**src/rtl/mc_bus_pkg.sv**
```systemverilog
// Shared widths, defaults and the FSM state type for the MCU bus responder.
package mc_bus_pkg;

  localparam int MC_DATA_WIDTH = 16;
  localparam int MC_ADD_WIDTH  = 6;
  localparam int MC_RD_TIMEOUT = 8;
  localparam logic [MC_DATA_WIDTH-1:0] MC_TIMEOUT_DATA = 16'hFFFF;

  typedef enum logic [2:0] {
    IDLE       = 3'd0,
    WRITE      = 3'd1,
    READ_WAIT  = 3'd2,
    READ_DRIVE = 3'd3,
    ERROR      = 3'd4
  } mc_state_e;

endpackage

```
**src/rtl/mc_sync2.sv**
```systemverilog
// Two-flop synchronizer with a configurable reset value, used for the
// asynchronous MCU strobes (preset to 1 so the strobes start out inactive).
module mc_sync2 #(
  parameter logic RST_VAL = 1'b1
) (
  input  logic clk,
  input  logic rst,
  input  logic d,
  output logic q
);

  logic meta;

  // Metastability flop followed by the output flop; async active-low reset.
  always_ff @(posedge clk or negedge rst) begin
    if (!rst) begin
      meta <= RST_VAL;
      q    <= RST_VAL;
    end else begin
      meta <= d;
      q    <= meta;
    end
  end

endmodule

```
**src/rtl/mc_bus_responder.sv**
```systemverilog
// MCU asynchronous parallel bus responder.
// Synchronizes the active-low strobes, turns each MCU write into a single
// wr_stb pulse and each MCU read into a rd_req / rd_valid exchange whose data
// is driven back onto the pad. Build option MC_CE_QUALIFY_EN makes mc_ce_n
// qualify strobes and abort transactions; without it mc_ce_n is ignored.
//
// Handshake: rd_req pulses once per read; rd_valid/rd_data are accepted in the
// rd_req cycle or any later cycle while waiting. rd_done pulses once when the
// MCU releases mc_oe_n (or the read is aborted) and serves as the FIFO pop.
module mc_bus_responder
  import mc_bus_pkg::*;
#(
  parameter int               DW           = MC_DATA_WIDTH,
  parameter int               AW           = MC_ADD_WIDTH,
  parameter int               RD_TIMEOUT   = MC_RD_TIMEOUT,
  parameter logic [DW-1:0]    TIMEOUT_DATA = MC_TIMEOUT_DATA
) (
  input  logic          clk,
  input  logic          rst,
  input  logic          mc_ce_n,
  input  logic          mc_we_n,
  input  logic          mc_oe_n,
  input  logic [AW-1:0] mc_add,
  input  logic [DW-1:0] mc_data_in,
  output logic [DW-1:0] mc_data_out,
  output logic          mc_data_oe,
  output logic          wr_stb,
  output logic [AW-1:0] wr_addr,
  output logic [DW-1:0] wr_data,
  output logic          rd_req,
  output logic [AW-1:0] rd_addr,
  input  logic          rd_valid,
  input  logic [DW-1:0] rd_data,
  output logic          rd_done,
  output logic          err_stb,
  output mc_state_e     dbg_state
);

  localparam logic [3:0] TO_LAST = 4'(RD_TIMEOUT - 1);

  logic we_s, oe_s, ce_s, act;
  logic we_prev, oe_prev, we_fall, oe_fall;
  logic [3:0] cnt, cnt_n;
  mc_state_e state, state_n;
  logic wr_stb_n, rd_req_n, rd_done_n, err_stb_n, data_oe_n;
  logic [AW-1:0] wr_addr_n, rd_addr_n;
  logic [DW-1:0] wr_data_n, data_out_n;

  mc_sync2 #(.RST_VAL(1'b1)) u_sync_we (.clk(clk), .rst(rst), .d(mc_we_n), .q(we_s));
  mc_sync2 #(.RST_VAL(1'b1)) u_sync_oe (.clk(clk), .rst(rst), .d(mc_oe_n), .q(oe_s));
  mc_sync2 #(.RST_VAL(1'b1)) u_sync_ce (.clk(clk), .rst(rst), .d(mc_ce_n), .q(ce_s));

`ifdef MC_CE_QUALIFY_EN
  assign act = ~ce_s;
`else
  logic unused_ce;
  assign unused_ce = ce_s;
  assign act = 1'b1;
`endif

  assign dbg_state = state;

  // Registered falling-edge detect on the synchronized strobes.
  always_ff @(posedge clk or negedge rst) begin
    if (!rst) begin
      we_prev <= 1'b1;
      oe_prev <= 1'b1;
      we_fall <= 1'b0;
      oe_fall <= 1'b0;
    end else begin
      we_prev <= we_s;
      oe_prev <= oe_s;
      we_fall <= we_prev & ~we_s;
      oe_fall <= oe_prev & ~oe_s;
    end
  end

  // State and output registers; reset releases the bus immediately.
  always_ff @(posedge clk or negedge rst) begin
    if (!rst) begin
      state       <= IDLE;
      cnt         <= '0;
      wr_stb      <= 1'b0;
      wr_addr     <= '0;
      wr_data     <= '0;
      rd_req      <= 1'b0;
      rd_addr     <= '0;
      rd_done     <= 1'b0;
      err_stb     <= 1'b0;
      mc_data_out <= '0;
      mc_data_oe  <= 1'b0;
    end else begin
      state       <= state_n;
      cnt         <= cnt_n;
      wr_stb      <= wr_stb_n;
      wr_addr     <= wr_addr_n;
      wr_data     <= wr_data_n;
      rd_req      <= rd_req_n;
      rd_addr     <= rd_addr_n;
      rd_done     <= rd_done_n;
      err_stb     <= err_stb_n;
      mc_data_out <= data_out_n;
      mc_data_oe  <= data_oe_n;
    end
  end

  // Next-state and next-output logic; pulses default low, latches hold.
  always_comb begin
    state_n    = state;
    cnt_n      = (cnt == 4'hF) ? cnt : cnt + 4'd1;
    wr_stb_n   = 1'b0;
    rd_req_n   = 1'b0;
    rd_done_n  = 1'b0;
    err_stb_n  = 1'b0;
    wr_addr_n  = wr_addr;
    wr_data_n  = wr_data;
    rd_addr_n  = rd_addr;
    data_out_n = mc_data_out;
    data_oe_n  = mc_data_oe;
    case (state)
      IDLE: begin
        // Counter is held clear here so it starts at zero in READ_WAIT.
        cnt_n = '0;
        if (!we_s && !oe_s) begin
          err_stb_n = 1'b1;
          state_n   = ERROR;
        end else if (we_fall && oe_s && act) begin
          wr_addr_n = mc_add;
          wr_data_n = mc_data_in;
          wr_stb_n  = 1'b1;
          state_n   = WRITE;
        end else if (oe_fall && we_s && act) begin
          rd_addr_n = mc_add;
          rd_req_n  = 1'b1;
          state_n   = READ_WAIT;
        end
      end
      WRITE: begin
        if (!act || we_s) state_n = IDLE;
      end
      READ_WAIT: begin
        if (!act || oe_s) begin
          rd_done_n = 1'b1;
          state_n   = IDLE;
        end else if (rd_valid) begin
          data_out_n = rd_data;
          data_oe_n  = 1'b1;
          state_n    = READ_DRIVE;
        end else if (cnt == TO_LAST) begin
          data_out_n = TIMEOUT_DATA;
          data_oe_n  = 1'b1;
          err_stb_n  = 1'b1;
          state_n    = READ_DRIVE;
        end
      end
      READ_DRIVE: begin
        if (!act || oe_s) begin
          data_oe_n = 1'b0;
          rd_done_n = 1'b1;
          state_n   = IDLE;
        end
      end
      ERROR: begin
        if (we_s && oe_s) state_n = IDLE;
      end
      default: state_n = IDLE;
    endcase
  end

endmodule

```
**config.mk**
```make
export PLATFORM = sky130hd
export DESIGN_NAME = mc_bus_responder
export DESIGN_NICKNAME = d
export VERILOG_FILES = /design/src/rtl/mc_bus_pkg.sv /design/src/rtl/mc_sync2.sv /design/src/rtl/mc_bus_responder.sv
export SDC_FILE = /design/constraint.sdc
export NUM_CORES = 1
export LEC_CHECK = 0
export CAP_MARGIN = 0
export CORE_ASPECT_RATIO = 0.9
export CORE_MARGIN = 4
export CORE_UTILIZATION = 39
export CTS_CLUSTER_DIAMETER = 80
export DETAILED_ROUTE_END_ITERATION = 16
export PLACE_DENSITY = 0.74
export SYNTH_ARGS = -nofsm -noshare
export SYNTH_HDL_FRONTEND = slang
export SYNTH_SLANG_ARGS = --single-unit
export TNS_END_PERCENT = 10
```
**constraint.sdc**
```tcl
create_clock -name clk -period 1.9 [get_ports clk]
set_clock_uncertainty 0.2 [all_clocks]
set_input_delay 0.19 -clock clk [delete_from_list [all_inputs] [get_ports clk]]
set_output_delay 0.19 -clock clk [all_outputs]
set_load 0.02 [all_outputs]
```
==> flow_summary.toml <==
[cells_and_area]
ff_latch_area_sq_um = 1610
final_cell_mix = "90 x clkdlybuf4s50_1, 56 x dfrtp_1, 18 x mux2_1, 17 x o22a_1, 11 x clkbuf_8"
multi_input_area_sq_um = 792
antenna_cells = 0
area_growth_syn_to_layout_pct = 53.5
drive_above_1_share_pct = 18.6
nets = 319
n_fill_cell = 506
final_cell_area_sq_um = 3780
layout_commonest_cell = "clkdlybuf4s50_1"

[floorplanning]
rows = 27
die_area_sq_um = 7650
core_area_sq_um = 6110
start_util_pct = 40.2
die_h_um = 83.4
fp.dieW_um = 91.7
ios = 96

[setup_path]
path_class = "register to register"
endpoint_kind = "register"
cp_max_fo = 16
crit_family = "simple AND/OR/NAND/NOR gates"
worstPathBufferInverterCount = 0
crit_slowest_cell = "or4b_4"
critical_path_required_ns = 1.97
start_kind = "register"
path_cells = "or4b_4 > nor2_4 > o22a_1"
cp.arrival_ns = 1.87
slowest_delay_ns = 0.57

[placed_design]
io_buffers = 94
dp.final_hpwl_mm = 4.01
dp_slack_ns = 0.0172
place.gp.congestion = 0.719
placed_area_sq_um = 3520

[route]
post_drt_via_cell_ratio = 4.82
drc_errors = 0
routed_wl_mm = 5.55
first_pass_iters = 3
ant_nets = 0
first_iter_violations = 60
via_count = 1763
wl_per_cell_um = 15.2

[cts]
clk_pin_slew_ns = 0.06
cts.path.max_buffers = 2
cts-root-buf = "clkbuf_8"
clk_latency_ns = 0.33
tritoncts = "yes"
cts_num_sinks = 64
cts_made_buffers = 9
cts_max_level = 3

[global_route]
grt_pass1_vias = 1905
grt_start_max_net_pins = 35
grt.total_usage_pct = 15.2
grt_pass1_wl_mm = 9.26
antenna_found_initial = 0
overflow = 0

[sta]
fin_ws_ns = 0.0948
finalCritPeriodShare_pct = 95.0
rsz0062_at_grt = "true"
timing.final.crit_period_ns = 1.81
setup_tns_ns = 0
holdWs_ns = 0.0676
max_clock_freq_mhz = 554
setup_viol = 0
relSlewSlack_pct = 62.9
drv_slew = 0
hold_viol_final = 0
worstMarginPinSlew_ns = 0.555

[logic_synthesis]
syn_avg_cell_area_sq_um = 15.0
synth_enable_flop_cells = 0
synth-async-reset-ratio_pct = 100
ys_seq_area_share_pct = 65.4
netlist_area_sq_um = 2460
ys.warnings.count = 0
ys_types = 33
synth_ff_type = "dfrtp_1"
syn_nets = 209
synth-seq-cells = 64
synthCells = 164

[job]
max_cap_viol_count = 0

[power]
vdd_drop_max_uv = 851
p_per_area_nw_per_um2 = 1620
power.total_w = 0.00611
total_leakage_power_nw = 1.62

[min_path]
hold_class = "primary input to register"

[status]
status = "completed"
## through the flow
step / util [%] / cells
after floorplan: - / 164
after global placement: 57.5 / 346
after detailed placement: 57.5 / 346
after CTS: 61.1 / 364
after global routing: 61.8 / 366
final: 61.8 / 366
## cells by family (layout without fill, tap and decap cells)
group	after synthesis	in the layout	synth area share, %
muxes	31	31	14.0
and+or+nand+nor	30	30	7.63
AOI/OAI and AO/OA	24	24	8.49
DFF	64	64	65.4
buffers and inverters	12	127	3.20
xor gates and xnor gates	1	1	0.356
adders and majority gates	2	2	0.915
## state kept, by name, indices dropped and copies added, names as in the netlist
name / cells
u_sync_oe.meta: 1
mc_data_out: 16
u_sync_oe.q: 1
u_sync_we.meta: 1
rd_addr: 6
err_stb: 1
oe_fall: 1
wr_data: 16
wr_addr: 6
rd_done: 1
wr_stb: 1
we_prev: 1
oe_prev: 1
we_fall: 1
mc_data_oe: 1
u_sync_we.q: 1
cnt: 4
rd_req: 1
dbg_state: 3
## synth_stat cells, types with 3 or more instances
library cell  instances  share of area [%]
inv_1                 4               0.61
nor3_1                5                1.0
dfstp_2               6                6.4
mux2_2               10                4.6
nor2_1                7                1.1
o22a_1               17                6.0
dfrtp_1              58                 59
nand2_1               3               0.46
buf_6                 3                1.4
and3_1                3               0.76
mux2_1               18                8.2
mux2i_1               3                1.2
## final timing paths
| path | slack [ns] | startpoint | to | depth (start not counted) |
|---|---|---|---|---|
| max | 0.09 | dbg_state[0] | mc_data_out[1] | 3 |
| min | 0.07 | mc_we_n | u_sync_we.meta | 1 |
| max reg2reg | 0.09 | dbg_state[0] | mc_data_out[1] | 3 |
| min reg2reg | 0.16 | u_sync_oe.meta | u_sync_oe.q | 0 |
| max in group asynchronous | 0.82 | rst | wr_data[10] | 3 |
| min in group asynchronous | 0.24 | rst | dbg_state[1] | 3 |
## power breakdown
part / switching [W] / internal, W / leakage, nW
combinational: 0.00128 / 0.00144 / 0.757
clock: 0.000475 / 0.000674 / 0.103
sequential: 0.000320 / 0.00193 / 0.760
total: 0.00208 / 0.00404 / 1.62
## layer usage
layer  global-route usage [%]  up-vias  wire length (um)
li1                         -      815                 -
met4                     6.48        0                80
met2                     23.7       74              2500
met5                        0        -                 0
met3                     5.16        7               434
met1                     19.4      867              2530
## repair_timing
item                                    in CTS  in global routing
resized for setup                            1                  7
setup buffers                                0                  2
pin swaps                                    0                  2
endpoints found under the setup margin       1                 19
hold endpoints to repair                    58                  0
hold buffers                                 2                  0
## area by class of cell
class                   instances  share of cell area [%]
inverters                       5                   0.530
well taps                      87                    2.88
multi-input cells              88                    21.0
clock buffers                  13                    4.21
clock inverters                 3                    1.06
flip-flops and latches         64                    42.6
repair buffers                106                    27.7
(Power assumes the default switching activity.)
